<file path="src/rtl/adder_pkg.sv">
`default_nettype none
// ============================================================================
// Module      : adder_pkg
// Description : Constants, state encoding and helper function shared by the
//               nibble-serial adder and its carry-select adder slice.
//               NIBBLE    - bits handled per cycle by the csa slice
//               state_t   - sequencer states IDLE / RUN / DONE
//               cnt_width - bit width of a counter over WIDTH/NIBBLE nibbles
// Revision    : 1.0 - initial release
// ============================================================================
package adder_pkg;

  localparam int NIBBLE = 4;

  typedef enum logic [1:0] {
    IDLE = 2'd0,
    RUN  = 2'd1,
    DONE = 2'd2
  } state_t;

  // clog2 of the nibble count, floored at 1 so the counter is never zero-width.
  function automatic int cnt_width(input int width);
    int nibs;
    nibs = width / NIBBLE;
    return (nibs <= 2) ? 1 : $clog2(nibs);
  endfunction

endpackage
`default_nettype wire

</file>
<file path="src/rtl/csa.sv">
`default_nettype none
// ============================================================================
// Module      : csa
// Description : 4-bit carry-select adder. The low 2-bit half ripples. The
//               high half is precomputed for carry-in 0 and 1, and the low-half
//               carry selects between the two.
// Ports       : a, b  [3:0] in  - addends
//               cin         in  - carry in
//               s     [3:0] out - sum nibble
//               cout        out - carry out of bit 3
// Revision    : 1.0 - initial release
// ============================================================================
module csa
  import adder_pkg::*;
(
  input  logic [NIBBLE-1:0] a,
  input  logic [NIBBLE-1:0] b,
  input  logic              cin,
  output logic [NIBBLE-1:0] s,
  output logic              cout
);

  logic [2:0] w_lo;
  logic [2:0] w_hi0;
  logic [2:0] w_hi1;
  logic [2:0] w_hi;

  always_comb begin
    w_lo  = {1'b0, a[1:0]} + {1'b0, b[1:0]} + {2'b00, cin};
    w_hi0 = {1'b0, a[3:2]} + {1'b0, b[3:2]};
    w_hi1 = {1'b0, a[3:2]} + {1'b0, b[3:2]} + 3'd1;
    w_hi  = w_lo[2] ? w_hi1 : w_hi0;
    s     = {w_hi[1:0], w_lo[1:0]};
    cout  = w_hi[2];
  end

endmodule
`default_nettype wire

</file>
<file path="src/rtl/nibble_serial_adder.sv">
`default_nettype none
// ============================================================================
// Module      : nibble_serial_adder
// Description : Multi-cycle WIDTH-bit adder (a + b + cin). One nibble per
//               clock passes through a single csa instance, and the nibble
//               carry is registered between cycles. Valid/ready handshakes are
//               provided on both the operand side and the result side.
// Ports       : clk, rst (async, active-high)
//               in_valid/in_ready   - operand handshake (ready only in IDLE)
//               a, b [WIDTH-1:0], cin - operands, sampled on the accept edge
//               out_valid/out_ready - result handshake (valid only in DONE)
//               sum [WIDTH-1:0], cout - last completed result
//               busy                - high in RUN or DONE
// Revision    : 1.0 - initial release
// ============================================================================
module nibble_serial_adder
  import adder_pkg::*;
#(
  parameter int WIDTH = 16
) (
  input  logic             clk,
  input  logic             rst,
  input  logic             in_valid,
  output logic             in_ready,
  input  logic [WIDTH-1:0] a,
  input  logic [WIDTH-1:0] b,
  input  logic             cin,
  output logic             out_valid,
  input  logic             out_ready,
  output logic [WIDTH-1:0] sum,
  output logic             cout,
  output logic             busy
);

  localparam int c_NIBS = WIDTH / NIBBLE;
  localparam int c_CW   = cnt_width(WIDTH);
  localparam logic [c_CW-1:0] c_LAST = c_CW'(c_NIBS - 1);

  state_t                  r_state;
  state_t                  w_state_nxt;
  logic [WIDTH-1:0]        r_a;
  logic [WIDTH-1:0]        r_b;
  logic                    r_carry;
  logic [WIDTH-NIBBLE-1:0] r_psum;
  logic [c_CW-1:0]         r_cnt;
  logic [WIDTH-1:0]        r_sum;
  logic                    r_cout;

  logic [NIBBLE-1:0]       w_s;
  logic                    w_co;
  logic [WIDTH-1:0]        w_psum_nxt;
  logic                    w_accept;
  logic                    w_last;

  csa u_csa (
    .a    (r_a[NIBBLE-1:0]),
    .b    (r_b[NIBBLE-1:0]),
    .cin  (r_carry),
    .s    (w_s),
    .cout (w_co)
  );

  // The partial sum holds only the upper WIDTH-NIBBLE bits. The nibble coming
  // out of csa enters at the top, so after the last nibble this concatenation
  // is the complete sum.
  assign w_psum_nxt = {w_s, r_psum};
  assign w_accept   = (r_state == IDLE) && in_valid;
  assign w_last     = (r_cnt == c_LAST);

  always_ff @(posedge clk or posedge rst) begin
    if (rst) begin
      r_state <= IDLE;
    end else begin
      r_state <= w_state_nxt;
    end
  end

  always_comb begin
    w_state_nxt = r_state;
    in_ready    = 1'b0;
    out_valid   = 1'b0;
    busy        = 1'b0;
    case (r_state)
      IDLE: begin
        in_ready = 1'b1;
        if (in_valid) begin
          w_state_nxt = RUN;
        end
      end
      RUN: begin
        busy = 1'b1;
        if (w_last) begin
          w_state_nxt = DONE;
        end
      end
      DONE: begin
        busy      = 1'b1;
        out_valid = 1'b1;
        if (out_ready) begin
          w_state_nxt = IDLE;
        end
      end
      default: begin
        w_state_nxt = IDLE;
      end
    endcase
  end

  always_ff @(posedge clk or posedge rst) begin
    if (rst) begin
      r_a     <= '0;
      r_b     <= '0;
      r_carry <= 1'b0;
      r_psum  <= '0;
      r_cnt   <= '0;
      r_sum   <= '0;
      r_cout  <= 1'b0;
    end else if (w_accept) begin
      r_a     <= a;
      r_b     <= b;
      r_carry <= cin;
      r_cnt   <= '0;
    end else if (r_state == RUN) begin
      r_a     <= r_a >> NIBBLE;
      r_b     <= r_b >> NIBBLE;
      r_carry <= w_co;
      r_psum  <= w_psum_nxt[WIDTH-1:NIBBLE];
      r_cnt   <= r_cnt + 1'b1;
      if (w_last) begin
        r_sum  <= w_psum_nxt;
        r_cout <= w_co;
      end
    end
  end

  assign sum  = r_sum;
  assign cout = r_cout;

endmodule
`default_nettype wire
</file>
<file path="config.mk">
export PLATFORM = sky130hd
export DESIGN_NAME = nibble_serial_adder
export DESIGN_NICKNAME = d
export VERILOG_FILES = /design/src/rtl/adder_pkg.sv /design/src/rtl/csa.sv /design/src/rtl/nibble_serial_adder.sv
export SDC_FILE = /design/constraint.sdc
export NUM_CORES = 1
export LEC_CHECK = 0
export BUFFER_PORTS_ARGS = -buffer_cell sky130_fd_sc_hd__buf_2
export CAP_MARGIN = 10
export CORE_ASPECT_RATIO = 1.4
export CORE_MARGIN = 5
export CORE_UTILIZATION = 50
export DETAILED_ROUTE_END_ITERATION = 10
export GPL_TIMING_DRIVEN = 0
export PLACE_DENSITY = 0.81
export SYNTH_ARGS = -nofsm -noshare
export SYNTH_HDL_FRONTEND = slang
export SYNTH_SLANG_ARGS = --single-unit
</file>
<file path="constraint.sdc">
create_clock -name clk -period 2.85 [get_ports clk]
set_clock_uncertainty 0.15 [all_clocks]
set_input_delay 0.1425 -clock clk [delete_from_list [all_inputs] [get_ports clk]]
set_output_delay 0.1425 -clock clk [all_outputs]
set_load 0.01 [all_outputs]
</file>
==> results by group <==
Outcome
  • Status: complete, no violations

GRT
  • Initial antenna violation count: 0
  • Met1 track demand over resource: 21.6%
  • Pin count of the biggest net entering global routing: 36
  • Most used routing layer: met2
  • Met3 Track Usage GR: 2.85%
  • Met2 Track Usage GR: 33.5%
  • Total Routing Usage GR: around a fifth
  • Number of global-route vias before repair: about 2400
  • First-pass GRT wire length: 11100 um
  • Total grt overflow: 0

STA
  • Worst-margin pin slew: 668 ps
  • Post-Route Setup TNS: 0 ps
  • Max Freq: 463 MHz
  • Relative slew margins: 55.4%
  • Fin. Hold Viols: 0
  • Max-slew violation count: 0
  • Tmin final: 2160 ps
  • Fin crit share: 75.7%
  • RSZ-0062 raised after global routing: no
  • # setup viols final: 0

Setup path
  • Critical path arrival: 2240 ps
  • Crit path kind: flop to flop
  • Crit start category: flop
  • Worst setup EP type: flop
  • CP Cell Sequence: ha_1 -> fa_1 -> ha_1 -> mux2_2 -> mux2_2
  • Largest stage delay on the critical path: 460 ps
  • Worst path slowest cell: fa_1
  • WP data required: 2930 ps
  • CP Max Fanout: 2

Yosys
  • Area leader, netlist: dfrtp_1
  • Yosys cell types: 26
  • Synthesized Nets: 293
  • FFs w/ async S/R, synth: 100%
  • Post-synth EDFFs: 0
  • Top post-synthesis cells by area: dfrtp_1 55%, mux2i_1 8.6%, mux2_2 7.9%
  • Yosys reg bits: 66
  • Top-area cell type share of the netlist area: 54.9%
  • Sequential share of the synthesized area: a little over half
  • YS warnings: 0
  • List of most frequent post-synthesis cells: 66 x dfrtp_1, 41 x nand2_1, 26 x mux2i_1
  • Avg Cell Area, Syn: 12.3 um2
  • Most frequent cell after synthesis: dfrtp_1
  • Most used DFF post-synth: dfrtp_1
  • Cells after synthesis: 245
  • Mapped cell area: 0.00301 mm2

Floorplan
  • Starting Density: 51.3%
  • Die height: 102 um
  • Cell Rows: 33
  • Die X: 75.6 um
  • Die ar.: approximately 0.0077 mm2
  • CORE AREA: around 0.006 mm2
  • IO Count: 57

Routing
  • DRT antenna net count: 0
  • WL/cell: 15.1 um
  • Pre-antenna DRT Iters: 4
  • Via Count: 2144
  • Drt drc: 0
  • Initial DRC count: 80
  • Via-to-Cell Ratio: 5.09
  • Drt total wl: 6380 um

Power
  • Leak Pwr: 1.91 nW
  • Peak VDD IR: a little under 600 uV
  • Power density over cell area: 1070 mW/mm2

Job
  • Max_cap viols: 0

Final layout
  • Final Core Density: between 60% and 70%
  • P&R area growth vs syn: 30.6%
  • Final Net Count: a little under 400
  • Post-route design area: 0.00393 mm2
  • Share of cells above drive strength 1: 33.3%
  • Antenna Cells: 0
  • # fillers: around 450

Clock tree
  • CTS resizes: 0
  • CTS tree: done
  • Setup bufs post-CTS: 0
  • CTS Hold Bufs: 33
  • CTS Buf Count: 9
  • Htree depth: 3
  • Clk buf depth: 2
  • Clock Latency Late Sink: 350 ps
  • Root buf cell: clkbuf_8
  • CTS sink cnt: 66
  • Reg clk slew, reported paths: 70 ps

Placed design
  • Area post-placement: 0.00340 mm2
  • Port buffer count: 56
  • Routability Congestion: 0.757
  • DP Wirelength: 4280 um

Worst hold path
  • Hold Crit Class: primary input to flop
[power by group]
group | switching, W | internal, W | total, W
registers | 0.000266 | 0.00139 | 0.00166
clock network | 0.000353 | 0.000447 | 0.000800
logic | 0.000845 | 0.000895 | 0.00174
total | 0.00146 | 0.00273 | 0.00420
[flip-flops by register name, indices dropped and copies added (netlist names)]
name,cells
cout,1
r_a,16
r_b,16
r_carry,1
r_cnt,2
r_psum,12
r_state,2
sum,16
[worst max-delay path: cells and delay by family (launching register included)]
family / cells / cell delay (ps)
fa+ha+maj: 3 / 960
flops: 1 / 390
mux: 2 / 550
[layout make-up]
class,instances,area [um2],area share (%)
clock buffer,11,151,3.85
buffer,14,87.6,2.23
inverter,11,41.3,1.05
tap,70,87.6,2.23
clock inverter,5,52.6,1.34
timing repair buffer,90,631,16.0
multi-input combinational,154,1230,31.3
sequential,66,1650,42.0
[layer usage]
| layer | routed length (um) | share of wire (%) | vias up |
|---|---|---|---|
| li1 | - | - | 1025 |
| met1 | 2560 | 40 | 1048 |
| met2 | 3390 | 53 | 55 |
| met3 | 255 | 4.0 | 16 |
| met4 | 178 | 2.8 | 0 |
| met5 | 0 | 0 | - |
[final timing paths]
kind / end / start / slack, ps / depth (start not counted)
max in group asynchronous: r_b[12] / rst / 1650 / 4
setup / recovery: sum[15] / r_a[2] / 690 / 5
setup reg to reg: sum[15] / r_a[2] / 690 / 5
hold / removal: r_carry / cin / 50 / 4
min in group asynchronous: r_psum[8] / rst / 290 / 3
hold reg to reg: sum[10] / sum[10] / 350 / 1
[cells in the final DEF (no fill, tap or decap), drive strengths merged, types with 8 or more instances in the layout]
master       count
nand2           42
buf             66
ha               8
clkbuf          16
inv             11
dfrtp           66
mux2            30
mux2i           26
nand3b           8
dlygate4sd3     33
o21ai           24
[metrics by stage]
| step | setup WS [ps] | power (W) | hold slack, ps | std cells |
|---|---|---|---|---|
| floorplan | 798 | 0.00289 | 97.9 | 245 |
| CTS | 691 | 0.00425 | 60.3 | 421 |
| global placement | 207 | 0.00328 | 182 | 371 |
| detailed placement | 706 | 0.00339 | 129 | 372 |
| finish | 692 | 0.00420 | 49.9 | 421 |
| global route | 605 | 0.00454 | 68.4 | 421 |
[kinds of logic (layout without fill, tap and decap cells)]
kind of cell    after synthesis  count (layout)  share of synthesized area [%]
buf+inv                      25             131                           4.28
flops                        66              66                           54.9
simple gates                 56              56                           8.65
compound gates               28              28                           5.03
xor+xnor                      3               3                          0.873
mux                          56              56                           21.0
fa+ha+maj                    11              11                           5.32
Power figures use the tool's default switching activity.
